### src/rtl/css_mcu0_el2_lsu_trigger_hit.sv
// ---------------------------------------------------------------------------
// css_mcu0_el2_lsu_trigger_hit
//
// Takes the LSU M-stage trigger matches and registers them into R. On the
// way it applies chain pairing on (0,1), (2,3), ... and kills the capture on
// a flush. It keeps sticky per-trigger hit status and turns each new R-stage
// hit into a held breakpoint-exception or debug-halt request toward dec. The
// request stays up until dec acknowledges it.
//
// Optional build macro: LSU_TRIG_HIT_CNT_EN adds saturating per-trigger hit
// counters on trig_hit_cnt_o.
//
// Ports:
//   clk_i                  core clock
//   rst_l_i                asynchronous active-low reset
//   lsu_trigger_match_m_i  raw per-trigger match, M stage
//   lsu_flush_m_i          kills the M-stage instruction (no capture)
//   lsu_stall_m_i          blocks M->R advance; R holds
//   trig_chain_i           chain bit per trigger (even indices used)
//   trig_action_i          0 = breakpoint exception, 1 = debug halt
//   mhit_clr_wr_i          CSR write clearing sticky bits
//   mhit_clr_mask_i        sticky bits to clear
//   exc_ack_i / halt_ack_i dec accepted the exception / halt request
//   lsu_trigger_hit_r_o    qualified hits in R
//   lsu_trig_exc_req_o     held breakpoint-exception request
//   lsu_trig_halt_req_o    held debug-halt request
//   trig_mhit_o            sticky hit status
//   lsu_trig_busy_o        a request is pending
//   trig_hit_cnt_o         per-trigger hit counters (LSU_TRIG_HIT_CNT_EN only)
// ---------------------------------------------------------------------------
module css_mcu0_el2_lsu_trigger_hit #(
  parameter int unsigned NUM_TRIG = 4,
  parameter int unsigned CNT_W    = 16
) (
  input  logic                rst_l_i,
  input  logic                clk_i,
  input  logic [NUM_TRIG-1:0] lsu_trigger_match_m_i,
  input  logic                lsu_flush_m_i,
  input  logic                lsu_stall_m_i,
  input  logic [NUM_TRIG-1:0] trig_chain_i,
  input  logic [NUM_TRIG-1:0] trig_action_i,
  input  logic                mhit_clr_wr_i,
  input  logic [NUM_TRIG-1:0] mhit_clr_mask_i,
  input  logic                exc_ack_i,
  input  logic                halt_ack_i,
  output logic [NUM_TRIG-1:0] lsu_trigger_hit_r_o,
  output logic                lsu_trig_exc_req_o,
  output logic                lsu_trig_halt_req_o,
  output logic [NUM_TRIG-1:0] trig_mhit_o,
  output logic                lsu_trig_busy_o
`ifdef LSU_TRIG_HIT_CNT_EN
  ,
  output logic [NUM_TRIG*CNT_W-1:0] trig_hit_cnt_o
`endif
);

  if ((NUM_TRIG % 2) != 0 || NUM_TRIG == 0) begin : g_bad_num_trig
    $error("NUM_TRIG must be a nonzero even number");
  end
  if (CNT_W == 0) begin : g_bad_cnt_w
    $error("CNT_W must be nonzero");
  end

  typedef enum logic [1:0] {StIdle, StExcPend, StHaltPend} state_e;

  state_e              state_q, state_d;
  logic [NUM_TRIG-1:0] qual_m;
  logic [NUM_TRIG-1:0] hit_q, hit_d;
  logic                new_q, new_d;
  logic [NUM_TRIG-1:0] mhit_q, mhit_d;
  logic [NUM_TRIG-1:0] clr_vec;
  logic [NUM_TRIG-1:0] evt_hits;
  logic                event_r;

  // Chain pairing: a chained pair fires only when both halves match.
  always_comb begin
    qual_m = lsu_trigger_match_m_i;
    for (int k = 0; k < int'(NUM_TRIG / 2); k++) begin
      if (trig_chain_i[2*k]) begin
        qual_m[2*k]   = lsu_trigger_match_m_i[2*k] & lsu_trigger_match_m_i[2*k+1];
        qual_m[2*k+1] = lsu_trigger_match_m_i[2*k] & lsu_trigger_match_m_i[2*k+1];
      end
    end
  end

  // Odd chain bits carry no meaning here.
  logic unused_chain_odd;
  always_comb begin
    unused_chain_odd = 1'b0;
    for (int k = 0; k < int'(NUM_TRIG / 2); k++) begin
      unused_chain_odd = unused_chain_odd ^ trig_chain_i[2*k+1];
    end
  end

  // R capture; new_q marks the single cycle a fresh nonzero load is visible so
  // a value held through a stall is never acted on twice.
  always_comb begin
    hit_d = hit_q;
    new_d = 1'b0;
    if (!lsu_stall_m_i) begin
      hit_d = qual_m & ~{NUM_TRIG{lsu_flush_m_i}};
      new_d = |hit_d;
    end
  end

  assign event_r  = new_q;
  assign evt_hits = hit_q & {NUM_TRIG{event_r}};
  assign clr_vec  = mhit_clr_mask_i & {NUM_TRIG{mhit_clr_wr_i}};

  // Set wins over clear on the same bit.
  assign mhit_d = (mhit_q & ~clr_vec) | evt_hits;

  always_comb begin
    state_d = state_q;
    unique case (state_q)
      StIdle: begin
        if (event_r) begin
          if (|(hit_q & trig_action_i)) state_d = StHaltPend;
          else                          state_d = StExcPend;
        end
      end
      StExcPend:  if (exc_ack_i)  state_d = StIdle;
      StHaltPend: if (halt_ack_i) state_d = StIdle;
      default:    state_d = StIdle;
    endcase
  end

  always_ff @(posedge clk_i or negedge rst_l_i) begin
    if (!rst_l_i) begin
      state_q <= StIdle;
      hit_q   <= '0;
      new_q   <= 1'b0;
      mhit_q  <= '0;
    end else begin
      state_q <= state_d;
      hit_q   <= hit_d;
      new_q   <= new_d;
      mhit_q  <= mhit_d;
    end
  end

  assign lsu_trigger_hit_r_o = hit_q;
  assign trig_mhit_o         = mhit_q;
  assign lsu_trig_exc_req_o  = (state_q == StExcPend);
  assign lsu_trig_halt_req_o = (state_q == StHaltPend);
  assign lsu_trig_busy_o     = (state_q != StIdle);

`ifdef LSU_TRIG_HIT_CNT_EN
  logic [CNT_W-1:0] cnt_q [NUM_TRIG];
  logic [CNT_W-1:0] cnt_d [NUM_TRIG];

  // Clear wins over increment; counters stick at all-ones.
  always_comb begin
    for (int i = 0; i < int'(NUM_TRIG); i++) begin
      cnt_d[i] = cnt_q[i];
      if (clr_vec[i]) begin
        cnt_d[i] = '0;
      end else if (evt_hits[i] && (cnt_q[i] != {CNT_W{1'b1}})) begin
        cnt_d[i] = cnt_q[i] + 1'b1;
      end
    end
  end

  always_ff @(posedge clk_i or negedge rst_l_i) begin
    if (!rst_l_i) begin
      for (int i = 0; i < int'(NUM_TRIG); i++) cnt_q[i] <= '0;
    end else begin
      for (int i = 0; i < int'(NUM_TRIG); i++) cnt_q[i] <= cnt_d[i];
    end
  end

  for (genvar g = 0; g < int'(NUM_TRIG); g++) begin : g_cnt_out
    assign trig_hit_cnt_o[g*CNT_W +: CNT_W] = cnt_q[g];
  end
`endif

endmodule

### config.mk
export PLATFORM = sky130hd
export DESIGN_NAME = css_mcu0_el2_lsu_trigger_hit
export DESIGN_NICKNAME = d
export VERILOG_FILES = /design/src/rtl/css_mcu0_el2_lsu_trigger_hit.sv
export SDC_FILE = /design/constraint.sdc
export NUM_CORES = 1
export LEC_CHECK = 0
export ABC_AREA = 1
export CAP_MARGIN = 20
export CORE_MARGIN = 5
export CORE_UTILIZATION = 31
export CTS_CLUSTER_SIZE = 30
export DETAILED_ROUTE_END_ITERATION = 10
export PLACE_DENSITY = 0.72
export SLEW_MARGIN = 40
export SYNTH_ARGS = -nofsm -noshare
export SYNTH_HDL_FRONTEND = slang
export SYNTH_SLANG_ARGS = --single-unit
### constraint.sdc
create_clock -name clk_i -period 0.9 [get_ports clk_i]
set_input_delay 0.18 -clock clk_i [delete_from_list [all_inputs] [get_ports clk_i]]
set_output_delay 0.18 -clock clk_i [all_outputs]
set_load 0.02 [all_outputs]
[Word level (Yosys, flattened, before mapping)]
Cells that the tools add are included.
Cells by class
  equal/unequal tests: 5
  mux-type cells: 8
  bitwise logic cells: 10
  reductions and logical operators: 5
Operator list (number)
  $and A4 B4 Y4: 5
  $mux W2: 6
  $not A4 Y4: 2
  $reduce_or A4 Y1: 2
  $ne A2 B2 Y1 const B: 3
  $pmux W2 S3: 1
  $or A4 B4 Y4: 1
  $reduce_and A3 Y1: 1
  $and A1 B1 Y1: 2
  $eq A2 B1 Y1 const B: 1
  $eq A2 B2 Y1 const B: 1
  $logic_not A2 Y1: 1
  $reduce_bool A2 Y1: 1
  $mux W1: 1
Word-level totals
  register bits after elaboration: 11
  input bits: 23
  output and inout bits: 11
  logic and storage cells: 32

[Depth between registers and ports, before layout]
  depth in word-level cells: 5
  mapped depth: 6

[Least setup slack after synthesis]
OpenSTA, ideal clock, no wires.
  path type: reg2reg
  from: reg state_q[0]
  to: reg state_q[0]
  library setup time: 0.124 ns
  data arrival time: 0.978 ns
  required time: 0.776 ns
  path slack: -0.202 ns
  stages on the path, launching flop included: 5
  cells stage by stage: dfrtp_1 nor2_1 nand2_1 nand2_1 o21bai_1
Between the ends
  cells in the longest elaborated chain, start to end: 3
RTL lines
  start: declaration: RTL line 66  | state_e state_q, state_d;
  start signal: assignment: RTL line 130  | state_q <= StIdle;
  start signal: assignment: RTL line 135  | state_q <= state_d;
  $eq A2 B2 Y1 (*)
  named net lsu_trig_halt_req_o: RTL line 48  | output logic lsu_trig_halt_req_o,
  $ne A2 B2 Y1 (no source line)
  $reduce_and A3 Y1 (no source line)
The timed path passes the listed nets; every way through them passes the cells marked *.
A chain may end at the register's enable or synchronous reset.

[Worst setup path in the final report]
  from: reg state_q[1]
  to: out lsu_trig_busy_o
Between the ends
  cells in the longest elaborated chain, start to end: 1
RTL lines
  $reduce_bool A2 Y1: RTL line 146  | assign lsu_trig_busy_o = (state_q != StIdle);
  end: declaration: RTL line 50  | output logic lsu_trig_busy_o
Every way passes these cells.

==> summary.md <==
| Metric | Value |
|---|---|
| Clock transition at path regs | `roughly 0.080 ns` |
| Largest net degree at the start of global routing | `12` |
| GRT overflow | `0` |
| Worst R2R End | `state_q[1]` |
| Seq cells post-synth | `11` |
| Worst-Margin Slew | `roughly 0.25 ns` |
| Most common cell in the synthesized netlist | `nand2_1` |
| DR pass1 iterations | `1` |
| Beginning of the worst register-to-register path | `state_q[1]` |
| Via Count | `650` |
| Lkg Pwr | `between 0.5 and 0.6 nW` |
| NetSw | `0.8550 mW` |
| CP max FO | `3` |
| Fin crit period | `between 1 and 1.5 ns` |
| Cell Int Power | `around 1.4 mW` |
| # rows | `15` |
| Final setup margin | `-0.3012 ns` |
| Nature of the critical path endpoint | `output pin` |
| Final ANT Viol Nets | `0` |
| Yosys warns | `0` |
| Chip Width | `52.14 µm` |
| Combinational power share | `54.5%` |
| Place WS | `-0.4702 ns` |
| Worst VDD drop | `between 1 and 1.5 mV` |
| Top Ports | `34` |
| Startpoint Class | `flip-flop` |
| Insertion delay to the later sink of the worst-skew pair | `0.27 ns` |
| CP Class | `reg2out` |
| Power per cell area | `slightly below 2000 mW/mm²` |
| Share of cells above drive strength 1 | `between 40 and 50%` |
| WL final | `~1600 µm` |
| Average cell area after synthesis | `around 7.3 µm²` |
| Clock Path Buffers | `2` |
| RSZ-0062 raised after global routing | `true` |
| Area after DPL | `969.7 µm²` |
| Clk pwr share | `around 15%` |
| Top_reg_cell synth | `dfrtp_1` |
| Post-synth EDFFs | `0` |
| Post-synth top area share | `50.00%` |
| Failing checks | `setup timing` |
| Number of global-route vias before repair | `about 700` |
| Relative slew margins | `a little over 80%` |
| CTS root buffer | `clkbuf_4` |
| Post-synth cell types | `10` |
| Mapped Cells | `75` |
| Post-route setup TNS | `-2.435 ns` |
| Power Total | `about 2.3 mW` |
| Synth top cells by count | `nand2_1, inv_1, dfrtp_1` |
| HPWL Detailed | `roughly 1300 µm` |
| Starting Density | `between 30 and 40%` |
| Final period utilization | `133.5%` |
| Slew Limit Fails | `0` |
| Seq pwr share | `30.1%` |
| Synthesized area | `about 550 µm²` |
| First-iteration detailed-routing DRC count | `0` |
| Cell taking the most area after synthesis | `dfrtp_1` |
| Initial antenna violation count | `0` |
| Clock sinks | `11` |
| Fin. Hold Viols | `0` |
| Clock Skew | `~0.0054 ns` |
| Final core occ | `68.21%` |
| IO buf count | `31` |
| Die area | `~0.0027 mm²` |
| Drt drc | `0` |
| R2R depth | `8` |
| Nets | `between 100 and 150` |
| Synthesized Nets | `98` |
| H-tree levels | `1` |
| Final Wtd Congestion | `0.6689` |
| Non-filler cells, final | `150` |
| Switching share of power | `a little under two fifths` |
| Number of diodes | `0` |
| TritonCTS buffer count | `3` |
| Wire per inst | `10.70 µm` |
| Top cells by area, synth | `dfrtp_1, nand2_1, inv_1` |
| Critical Path RT | `around 0.72 ns` |
| Sequential element share of the synthesized area | `~50%` |
| Area Growth Syn to Fin | `111.6%` |
| First-pass GRT wire length | `between 2000 and 3000 µm` |
| Reg2Reg Setup Slack | `-0.24 ns` |
| Peak Freq | `around 0.83 GHz` |
| Cell total after placement | `between 100 and 150` |
| Worst EP arrival | `1.02 ns` |
| Hold_buf cts | `0` |
| Core area | `~0.0017 mm²` |
| Fin area | `0.001165 mm²` |
| Die height | `52.14 µm` |
| All-layer global routing usage | `12.86%` |
| CTS tree | `built` |
| Via density | `4.333` |
| Worst hold slack | `0.1990 ns` |
| Status | `complete, but fails checks` |
| Max_cap viols | `0` |
| Type of the most critical hold path | `in2async` |
| Final setup fails | `14` |
| FFs w/ async S/R, synth | `between 90% and 100%` |
-- worst max path at each step --
stage,startpoint,to,cells past startpoint
floorplan,state_q[0],state_q[1],6
global placement,state_q[0],lsu_trig_exc_req_o,3
detailed placement,state_q[0],lsu_trig_exc_req_o,3
CTS,state_q[0],lsu_trig_busy_o,3
global route,state_q[1],lsu_trig_busy_o,3
finish,state_q[1],lsu_trig_busy_o,3
-- kinds of logic (layout without fill, tap and decap cells) --
family                 Yosys count  in the layout  share of synthesized area, %
AO/OA/AOI/OAI                    9              9                         11.36
flip-flops                      11             11                         50.00
buffers and inverters           13             63                         8.862
AND/OR/NAND/NOR                 42             42                         29.77
-- layout make-up --
type	instances	area [µm²]
inverter	12	45.04
multi-input combinational	51	309.0
fill	134	543.0
clock inverter	1	5.005
tap	25	31.28
sequential	11	277.8
timing repair buffer	47	474.2
clock buffer	3	22.52
-- power groups by stage --
stage	registers (mW)	clock network (mW)	logic (mW)
after floorplan	0.705	0	0.375
after global placement	0.656	0	0.890
after detailed placement	0.662	0	0.926
after CTS	0.682	0.358	1.10
after global routing	0.692	0.392	1.32
final	0.684	0.350	1.24
-- worst max-delay path, cell delays in order, from the launching register on --
cell and delay [ns]:
dfrtp_1 0.44, nor2_4 0.14, inv_2 0.05, buf_6 0.12
-- registers in the layout, indices dropped and copies added, names as in the netlist --
register / flops
lsu_trigger_hit_r_o: 4
event_r: 1
trig_mhit_o: 4
state_q: 2
-- routing by layer --
| metal | global-route usage [%] | up-vias | part of all wire, % |
|---|---|---|---|
| met5 | 0 | - | 0 |
| met4 | 9.362 | 0 | 3.4 |
| met3 | 2.865 | 6 | 6.5 |
| met2 | 22.80 | 21 | 55 |
| met1 | 13.04 | 288 | 35 |
| li1 | - | 335 | - |
-- layout by cell type (no fill, tap or decap), drive strengths merged --
master	instances
nor3	1
buf	27
clkinv	1
a22o	4
nor2	9
o21bai	1
nand3	4
clkbuf	3
clkdlybuf4s50	20
nand2	28
inv	12
o21ai	4
dfrtp	11
-- timing repair --
item                                    4_1_cts  5_1_grt
buffers inserted                              3        6
pin swaps                                     2        7
gates cloned                                  0        0
resized for setup                            71       25
endpoints found under the setup margin       13       16
(Power assumes the default switching activity.)
